### src/rtl/mem_arbiter_pkg.sv
// Shared types and constants for the LC-3b memory arbiter: default word/mask
// types, FSM state encoding and arbitration policy selectors.
package mem_arbiter_pkg;

  typedef logic [15:0] lc3b_word;
  typedef logic [1:0]  lc3b_mem_wmask;

  typedef logic [1:0] mem_arb_state_t;
  localparam mem_arb_state_t MEM_ARB_IDLE = 2'd0;
  localparam mem_arb_state_t MEM_ARB_BUSY = 2'd1;
  localparam mem_arb_state_t MEM_ARB_TURN = 2'd2;

  localparam int MEM_ARB_RR    = 0;
  localparam int MEM_ARB_FIXED = 1;

  // Index width that stays legal (>=1) for a single-port arbiter.
  function automatic int idx_width(input int n);
    return (n > 1) ? $clog2(n) : 1;
  endfunction

endpackage

### src/rtl/mem_arbiter_picker.sv
// Combinational winner selection: round-robin starting after last_grant,
// or fixed priority where the lowest active index wins.
module arb_picker
  import mem_arbiter_pkg::*;
#(
  parameter int NUM_PORTS = 2,
  parameter int ARB_MODE  = MEM_ARB_RR,
  parameter int IDX_W     = idx_width(NUM_PORTS)
) (
  input  logic [NUM_PORTS-1:0] active,
  input  logic [IDX_W-1:0]     last_grant,
  output logic                 valid,
  output logic [IDX_W-1:0]     winner
);

  always_comb begin
    valid  = 1'b0;
    winner = '0;
    if (ARB_MODE == MEM_ARB_FIXED) begin
      // Descending scan so the lowest active index is the final assignment.
      for (int j = NUM_PORTS - 1; j >= 0; j--) begin
        if (active[j]) begin
          valid  = 1'b1;
          winner = IDX_W'(j);
        end
      end
    end else begin
      // Largest offset first, so offset 1 (the port after last_grant) wins ties.
      for (int off = NUM_PORTS; off >= 1; off--) begin
        for (int j = 0; j < NUM_PORTS; j++) begin
          if (active[j] && (((int'(last_grant) + off) % NUM_PORTS) == j)) begin
            valid  = 1'b1;
            winner = IDX_W'(j);
          end
        end
      end
    end
  end

endmodule

### src/rtl/mem_arbiter.sv
// N-port LC-3b memory arbiter: grants one requester at a time, registers its
// command onto the shared memory port and routes the response back to it.
module mem_arbiter
  import mem_arbiter_pkg::*;
#(
  parameter int NUM_PORTS  = 2,
  parameter int ADDR_WIDTH = 16,
  parameter int DATA_WIDTH = 16,
  parameter int ARB_MODE   = MEM_ARB_RR
) (
  input  logic                                clk,
  input  logic                                rst_n,
  input  logic [NUM_PORTS-1:0]                req_read,
  input  logic [NUM_PORTS-1:0]                req_write,
  input  logic [NUM_PORTS*(DATA_WIDTH/8)-1:0] req_byte_enable,
  input  logic [NUM_PORTS*ADDR_WIDTH-1:0]     req_address,
  input  logic [NUM_PORTS*DATA_WIDTH-1:0]     req_wdata,
  output logic [NUM_PORTS-1:0]                req_resp,
  output logic [DATA_WIDTH-1:0]               req_rdata,
  output logic                                mem_read,
  output logic                                mem_write,
  output logic [DATA_WIDTH/8-1:0]             mem_byte_enable,
  output logic [ADDR_WIDTH-1:0]               mem_address,
  output logic [DATA_WIDTH-1:0]               mem_wdata,
  input  logic                                mem_resp,
  input  logic [DATA_WIDTH-1:0]               mem_rdata,
  output mem_arb_state_t                      dbg_state
);

  localparam int MASK_W = DATA_WIDTH / 8;
  localparam int IDX_W  = idx_width(NUM_PORTS);

  // Requester handshake: a port holds read/write (with its address, data and
  // mask stable) until req_resp pulses for it; the pulse is one cycle wide and
  // coincides with mem_resp while that port's transaction is in flight.

  mem_arb_state_t   state;
  logic [IDX_W-1:0] grant;
  logic [IDX_W-1:0] last_grant;

  logic [NUM_PORTS-1:0] active;
  logic                 pick_valid;
  logic [IDX_W-1:0]     pick_idx;

  logic                  sel_read;
  logic                  sel_write;
  logic [MASK_W-1:0]     sel_be;
  logic [ADDR_WIDTH-1:0] sel_addr;
  logic [DATA_WIDTH-1:0] sel_wdata;

  assign active = req_read | req_write;

  arb_picker #(
    .NUM_PORTS (NUM_PORTS),
    .ARB_MODE  (ARB_MODE),
    .IDX_W     (IDX_W)
  ) u_picker (
    .active     (active),
    .last_grant (last_grant),
    .valid      (pick_valid),
    .winner     (pick_idx)
  );

  always_comb begin
    sel_read  = 1'b0;
    sel_write = 1'b0;
    sel_be    = '0;
    sel_addr  = '0;
    sel_wdata = '0;
    for (int i = 0; i < NUM_PORTS; i++) begin
      if (pick_idx == IDX_W'(i)) begin
        sel_read  = req_read[i];
        sel_write = req_write[i];
        sel_be    = req_byte_enable[i*MASK_W +: MASK_W];
        sel_addr  = req_address[i*ADDR_WIDTH +: ADDR_WIDTH];
        sel_wdata = req_wdata[i*DATA_WIDTH +: DATA_WIDTH];
      end
    end
  end

  always_ff @(posedge clk or negedge rst_n) begin
    if (!rst_n) begin
      state           <= MEM_ARB_IDLE;
      grant           <= '0;
      last_grant      <= IDX_W'(NUM_PORTS - 1);
      mem_read        <= 1'b0;
      mem_write       <= 1'b0;
      mem_byte_enable <= '0;
      mem_address     <= '0;
      mem_wdata       <= '0;
    end else begin
      case (state)
        MEM_ARB_IDLE: begin
          if (pick_valid) begin
            // Read+write together is a write.
            mem_write       <= sel_write;
            mem_read        <= sel_read & ~sel_write;
            mem_byte_enable <= sel_be;
            mem_address     <= sel_addr;
            mem_wdata       <= sel_wdata;
            grant           <= pick_idx;
            last_grant      <= pick_idx;
            state           <= MEM_ARB_BUSY;
          end
        end
        MEM_ARB_BUSY: begin
          if (mem_resp) begin
            mem_read  <= 1'b0;
            mem_write <= 1'b0;
            state     <= MEM_ARB_TURN;
          end
        end
        MEM_ARB_TURN: begin
          state <= MEM_ARB_IDLE;
        end
        default: begin
          state <= MEM_ARB_IDLE;
        end
      endcase
    end
  end

  // Response is routed only while a transaction is in flight.
  always_comb begin
    req_resp = '0;
    for (int i = 0; i < NUM_PORTS; i++) begin
      if ((state == MEM_ARB_BUSY) && mem_resp && (grant == IDX_W'(i))) begin
        req_resp[i] = 1'b1;
      end
    end
  end

  assign req_rdata = mem_rdata;
  assign dbg_state = state;

endmodule

### config.mk
export PLATFORM = sky130hd
export DESIGN_NAME = mem_arbiter
export DESIGN_NICKNAME = d
export VERILOG_FILES = /design/src/rtl/mem_arbiter_pkg.sv /design/src/rtl/mem_arbiter_picker.sv /design/src/rtl/mem_arbiter.sv
export SDC_FILE = /design/constraint.sdc
export NUM_CORES = 1
export LEC_CHECK = 0
export BUFFER_PORTS_ARGS = -buffer_cell sky130_fd_sc_hd__buf_2
export CORE_UTILIZATION = 30
export CTS_BUF_LIST = sky130_fd_sc_hd__clkbuf_8
export CTS_CLUSTER_SIZE = 12
export DETAILED_ROUTE_END_ITERATION = 7
export SLEW_MARGIN = 30
export SYNTH_ARGS = -nofsm -noshare
export SYNTH_HDL_FRONTEND = slang
export SYNTH_SLANG_ARGS = --single-unit
### constraint.sdc
create_clock -name clk -period 2.4 [get_ports clk]
set_input_delay 0.24 -clock clk [delete_from_list [all_inputs] [get_ports clk]]
set_output_delay 0.24 -clock clk [all_outputs]
set_load 0.01 [all_outputs]
Word level (Yosys, flattened, before mapping)
Index checks and enable logic that the tools add are counted.

word-level totals
  flip-flop bits (word level) = 40
  bits of input ports = 91
  output and inout bits = 56
  word-level logic and storage cells = 57

cells by class
  add/subtract/negate cells = 2
  eq/ne operators = 5
  mux-type cells = 22
  bitwise operators = 6
  reduce and logical (&&, ||, !) cells = 14

operators with widths
  cell                 number
  $logic_not 32->1     2
  $mux 16              2
  $mux 1               14
  $logic_and 1x1->1    7
  $mux 2               3
  $eq 2x2->1 const B   2
  $ne 2x2->1 const B   2
  $pmux 1 s2           2
  $pmux 2 s2           1
  $reduce_and 2->1     2
  $reduce_and 3->1     1
  $add 1x1->1 const B  2
  $and 1x1->1 const A  2
  $eq 2x1->1 const B   1
  $logic_not 2->1      1
  $not 1->1            2
  $or 2x2->2           1
  $reduce_bool 2->1    1
  $and 1x1->1          1

Depth between registers and ports, before layout
Gate-level depths: netlist of run 1.

  word-level depth = 12
  gate-level depth with buffers = 6
  depth with buffers taken out = 3

Modules after synthesis
Synthesis of run 1 repeated with hierarchy kept, for this count alone.

second synthesis, totals
  cells, all modules = 193
  area, all modules = 2174.6 um2

modules (own cells, without submodules)
  module       times used  cells each  area each (um2)  seq. area each (um2)
  mem_arbiter  1           191         2160.8           1002.2
  arb_picker   1           2           13.8             0.0

Worst setup path after synthesis of run 1
No wires, ideal clock.

  path type = input-to-reg
  start point = input port req_write[0]
  end point = register grant
  setup time = 125 ps
  arrival time = 1477 ps
  required time = 2275 ps
  setup slack = 798 ps
  stages = 5
  buffers on the path = 2
  path through = or4_1 buf_2 and2_1 buf_6 mux2_4

between the ends
  cells in the longest elaborated chain, start to end = 7
  elaborated cells between the ends (all ways) = 10
  those cells by class = mux (6); bitwise (1); reduce/logical (3)

RTL lines
  what                        RTL line                  RTL
  start: declaration          mem_arbiter.sv:14         input logic [NUM_PORTS-1:0] req_write,
  $or 2x2->2 (*)              mem_arbiter.sv:51         assign active = req_read | req_write;
  $logic_and 1x1->1           mem_arbiter_picker.sv:31  if (active[j] && (((int'(last_grant) + off) % NUM_PORTS) == j)) begin
  $mux 1 (4 in series)        mem_arbiter_picker.sv:31
  $reduce_and 2->1 (no line)  --
  end signal: assignment      mem_arbiter.sv:101        grant <= pick_idx;
  end: declaration            mem_arbiter.sv:38         logic [IDX_W-1:0] grant;

Every way passes the cells marked *; elsewhere a longest branch is shown, timed or not.
A chain may end at the register's enable or synchronous reset.

Final worst setup path of run 1
  start point = register state[0], in the netlist dbg_state[0]
  end point = register mem_wdata[2]

between the ends
  cells in the longest elaborated chain, start to end = 2

RTL lines
  what                        RTL line            RTL
  start: declaration          mem_arbiter.sv:37   mem_arb_state_t state;
  start signal: assignment    mem_arbiter.sv:83   state <= MEM_ARB_IDLE;
  start signal: assignment    mem_arbiter.sv:103  state <= MEM_ARB_BUSY;
  start signal: assignment    mem_arbiter.sv:110  state <= MEM_ARB_TURN;
  $logic_not 2->1             mem_arbiter.sv:92   case (state)
  $reduce_and 2->1 (no line)  --
  end signal: assignment      mem_arbiter.sv:100  mem_wdata <= sel_wdata;
  end: declaration            mem_arbiter.sv:24   output logic [DATA_WIDTH-1:0] mem_wdata,

Every way passes these cells.

==> metrics, run 1 <==
clk buf depth=2; Yosys reg bits=40; CTS buffer count=5; Crit path max-delay family=simple AND/OR/NAND/NOR gates; count of final setup violators=0; DP Wirelength=4040 µm; WL per Instance=13.9 µm; cell depth of the worst setup path=4; Netlist cell types=23; n_diodes=0; vias in the first global route=2,121; CP max stage cell=and2_1; fmax=574 MHz; effective utilization at floorplan=31.8%; Placer Congestion=0.706; r2r endpoint=mem_wdata[2]; Util after Layout=40.7%; Hold WS=0.203 ns; IO Pins=147; chip width=87.8 µm; Final Hold Vio Count=0; Clock Sink Count=40; status=completed; Peak supply drop=315 µV; cells after synthesis=239; first-pass GRT wire length=9920 µm; Rows=30; via count=2,112; setup slack after layout=0.658 ns; RR Startpoint=dbg_state[0]; DRT Pass-1 Iters=4; CP Data Required Time=2.56 ns; Resized Gates After CTS=0; most frequent cells after synthesis=39 x dfrtp_1, 35 x nand3b_1, 35 x o21ai_0, 34 x a21oi_1, 34 x a31oi_1; Area growth, synth to finish=27.9%; gr usage total=16.5%; mean area per synthesized cell=9.24 µm²; Synth warnings=0; Static Leakage=1.26 nW; share of layout cells above drive strength 1=41.0%; CP peak stage delay=0.60 ns; die area=0.00771 mm²; RSZ-0062 raised after global routing=no; Crit. Startpoint=dbg_state[0]; fraction of registers with async set/reset=100%; Syn Std Cell Area=0.00221 mm²; Bufs and invs on worst path=1; Root Buffer=clkbuf_8; Post-Syn Nets=330; largest area contributor in the netlist=dfrtp_1; min Tclk post-route=1.74 ns; number of enable flip-flop cells after synthesis=0; Min-Delay Path Class=in2reg; residual overflow from global routing=0; WP data arrival=1.90 ns; CP endpoint kind=flop; R2R setup slack=0.66 ns; initial antenna violation count=0; relative slew slack=52.1%; initial drt markers=64; Worst-path clk slew=0.08 ns; power per standard cell area=1180 mW/mm²; DR DRC count=0; critical path, cell by cell=nor2_2, and2_1, buf_4, a31oi_1; most numerous cell in the Yosys netlist=dfrtp_1; CTS tree=done; period utilisation layout=72.6%; clk_lat worst skew=0.28 ns; max-slew violation count=0; Setup crit start kind=flop; crit path to=mem_wdata[2]; Max Cap Violations=0; htree depth=2; Post-Route WL=5890 µm; sequential share of the synthesized area=45.4%; final net count=418; vias per cell=4.99; Final ANT Viol Nets=0; Synth top area share=44.2%; Setup Skew=0.00676 ns; pre-CTS WS=0.469 ns; setup total negative slack=0 ns; critical path class=reg2reg; Synth area leaders=dfrtp_1 44%, nand3b_1 12%, a31oi_1 9.6%; Worst-Margin Slew=0.719 ns; Port Buf Inserts=114; Main synth FF type=dfrtp_1; reg2reg path depth=4; largest net degree at the start of global routing=70; Worst Path Max Fanout=19; Die H=87.8 µm; core area=0.00694 mm²
[how the worst min path moves through the flow]
stage                         from            to  slack (ns)  cells after the start
after floorplan              rst_n  dbg_state[0]       -0.06                      0
after global placement       rst_n      mem_read        0.40                      1
after detailed placement     rst_n      mem_read        0.42                      1
after CTS                    rst_n      mem_read        0.11                      1
after global routing      mem_resp  dbg_state[0]        0.21                      2
final                     mem_resp  dbg_state[0]        0.20                      2
[what timing repair did]
action	in CTS	in global routing
hold endpoints to repair	0	39
hold buffers	0	1
setup buffers	0	0
[final cells by class]
type	count	area, µm²
inverters	2	7.51
flip-flops and latches	40	1000
fillers	729	4120
multi-input cells	157	971
well taps	96	120
clock buffers	7	96.3
repair buffers	121	628
[cell usage in the layout (no fill, tap or decap)]
cell type / netlist / layout
a31oi_1: 34 / 34
nand2b_1: 1 / 1
o21ai_0: 35 / 35
dlygate4sd3_1: 0 / 1
nand2_1: 2 / 2
mux2_2: 1 / 1
a21boi_0: 1 / 1
mux2i_1: 1 / 1
nand3b_1: 35 / 35
a21oi_1: 34 / 34
nor2_1: 4 / 2
inv_1: 2 / 2
buf_2: 1 / 113
o21a_1: 1 / 1
o21ai_2: 0 / 1
or4_1: 1 / 1
dfstp_2: 1 / 1
mux2_4: 2 / 2
buf_4: 16 / 7
nor2_2: 0 / 1
clkbuf_8: 0 / 7
and2_1: 3 / 3
nor2_4: 0 / 1
dfrtp_1: 39 / 39
o32a_1: 1 / 1
[where the power goes]
group          internal, W  switching [W]  total [W]  leakage, nW
Clock             0.000256       0.000221   0.000477       0.0503
Combinational     0.000675       0.000943    0.00162        0.753
Sequential         0.00103       0.000196    0.00123        0.453
[sequential cells by signal, summed over array words and instances, names as in the netlist]
name,cells
mem_read,1
mem_write,1
mem_address,16
mem_byte_enable,2
mem_wdata,16
grant,1
dbg_state,2
last_grant,1
[worst register-to-register path, cell delays in order, from the launching register on]
cell and delay [ns]:
dfrtp_1 0.42, nor2_2 0.13, and2_1 0.60, buf_4 0.36, a31oi_1 0.11
[through the flow]
stage	total power, W	cells	instance area, µm²
2_1_floorplan	0.00231	239	2210
3_3_place_gp	0.00285	415	2720
3_5_place_dp	0.00288	415	2720
4_1_cts	0.00337	422	2810
5_1_grt	0.00361	423	2830
6_report	0.00332	423	2830
[cells by family (layout without fill, tap and decap cells)]
| family | Yosys count | after routing | share of synthesized area [%] |
|---|---|---|---|
| AOI/OAI and AO/OA | 107 | 107 | 26.6 |
| and+or+nand+nor | 46 | 46 | 14.4 |
| muxes | 4 | 4 | 2.32 |
| DFF | 40 | 40 | 45.4 |
| buffers and inverters | 42 | 130 | 11.3 |
[metal layers]
layer,GRT usage (%),wire (µm),up-vias
li1,-,-,1042
met1,19.5,2610,969
met2,29.3,2790,92
met3,4.43,449,9
met4,4.62,44,0
met5,0,0,-
(Power assumes the default switching activity.)
==> inputs of run 2 (changes only) <==
Clock period 2.4 ns to 1.8 ns, I/O delays scaled along.
==> run 2 against run 1 <==
Flip-flop and latch count did not move. Design area rose by 1.5%. Clock skew fell by 0.0041 ns. Via count rose by 1.0%. First-iteration DRC count rose by 47%. Global-route usage fell by 0.38 points. Sequential share of layout area fell by 0.54 points. Combinational power rose by 37%.
==> metrics, run 2 (synthesis gave the netlist of run 1 again) <==
effective utilization at floorplan=31.8%; core area=0.00694 mm²; gr usage total=16.1%; most frequent cells in the layout=114 x buf_2, 39 x dfrtp_1, 35 x nand3b_1, 35 x o21ai_0; Largest regs=mem_address (16), mem_wdata (16); Area growth, synth to finish=29.9%; CTS buffer count=5; status=completed; n_diodes=0; switching share of power=41.3%; total chip power=0.00441 W; WP data arrival=1.29 ns; Clk pwr share=12.5%; vias per cell=4.96; via count=2,134; vias in the first global route=1,987; CTS tree=done; Post-Route WL=6130 µm; CP Data Required Time=1.62 ns; DP Wirelength=4410 µm; initial drt markers=94; htree depth=2; residual overflow from global routing=0; DR DRC count=0; Port Buf Inserts=114; first-pass GRT wire length=9520 µm; clk buf depth=2; Placer Congestion=0.715; initial antenna violation count=0; critical path class=reg2out; Internal Power=0.00259 W; Static Leakage=1.29 nW; share of layout cells above drive strength 1=41.9%; Die H=87.8 µm; setup total negative slack=0 ns; relative slew slack=78.3%; Worst-Margin Slew=0.325 ns; Rows=30; FF/Latch Area=0.00100 mm²; combinational share of power=50.4%; Peak supply drop=458 µV; largest net degree at the start of global routing=45; Worst-path clk slew=0.07 ns; power per standard cell area=1540 mW/mm²; fmax=679 MHz; count of final setup violators=0; clk_lat worst skew=0.28 ns; Final ANT Viol Nets=0; Setup Skew=0.00261 ns; min Tclk post-route=1.47 ns; Placed Cells=422; IO Pins=147; Clock Sink Count=40; area taken by multi-input logic gates=971 µm²; WL per Instance=14.3 µm; Min-Delay Path Class=in2reg; DRT Pass-1 Iters=4; Worst Path Max Fanout=4; dpl cell area=0.00278 mm²; die area=0.00771 mm²; final net count=425; period utilisation layout=81.8%; chip width=87.8 µm; Max Cap Violations=0; max-slew violation count=0; setup slack after layout=0.328 ns; Final Hold Vio Count=0; pre-CTS WS=0.160 ns; Seq pwr share=37.2%; Final Instance Count excl. Fillers=430; FILL cells=736; design area=0.00287 mm²; P_sw=0.00182 W; CP endpoint kind=output pin; RSZ-0062 raised after global routing=no; Root Buffer=clkbuf_8; most common cell after layout, fill and taps aside=buf_2; Setup crit start kind=flop
-- run 2: cell type report --
class	instances	share of cell area, %
multi-input cells	157	33.8
well taps	96	4.19
clock inverters	2	0.305
repair buffers	128	24.1
clock buffers	5	2.40
flip-flops and latches	40	34.9
inverters	2	0.262
-- run 2: worst max-delay path, cell delays in order, from the launching register on --
cell and delay [ns]:
dfrtp_1 0.40, nand3b_1 0.25, inv_1 0.10, and2_1 0.13
buf_2 0.13
-- run 2: power by group through the flow --
stage	sequential, W	clock [W]	combinational (W)
after detailed placement	0.00165	0	0.00227
after CTS	0.00164	0.000577	0.00226
after global routing	0.00170	0.000615	0.00247
after floorplan	0.00182	0	0.00125
after global placement	0.00164	0	0.00223
final	0.00164	0.000550	0.00222
-- run 2: path summary, 6_finish.rpt --
check	startpoint	endpoint	slack, ns	depth (start not counted)
setup / recovery	dbg_state[1]	req_resp[1]	0.33	4
setup reg to reg	last_grant	grant	0.38	4
max in group asynchronous	rst_n	last_grant	1.14	3
min in group asynchronous	rst_n	mem_read	0.40	3
hold reg to reg	mem_read	mem_read	0.53	2
hold / removal	mem_resp	dbg_state[0]	0.1	2
-- run 2: what timing repair did --
item	in CTS	in global routing
hold buffers	1	0
setup buffers	0	0
hold endpoints to repair	39	0
gates resized for setup	0	0
-- run 2: layer usage --
layer	track usage, %	part of all wire, %	routed length, µm	vias to the layer above
met5	0	0	0	-
met4	5.07	1.0	62	0
met3	3.96	7.2	439	11
met2	26.3	46	2850	88
met1	21.0	45	2790	982
li1	-	-	-	1053
-- run 2: per-stage QoR --
stage               hold WS, ns  utilization (%)
global placement          0.168             40.1
finish                   0.0979             41.3
CTS                      0.0883             41.3
detailed placement        0.172             40.1
global route              0.106             41.3
floorplan                -0.116                -
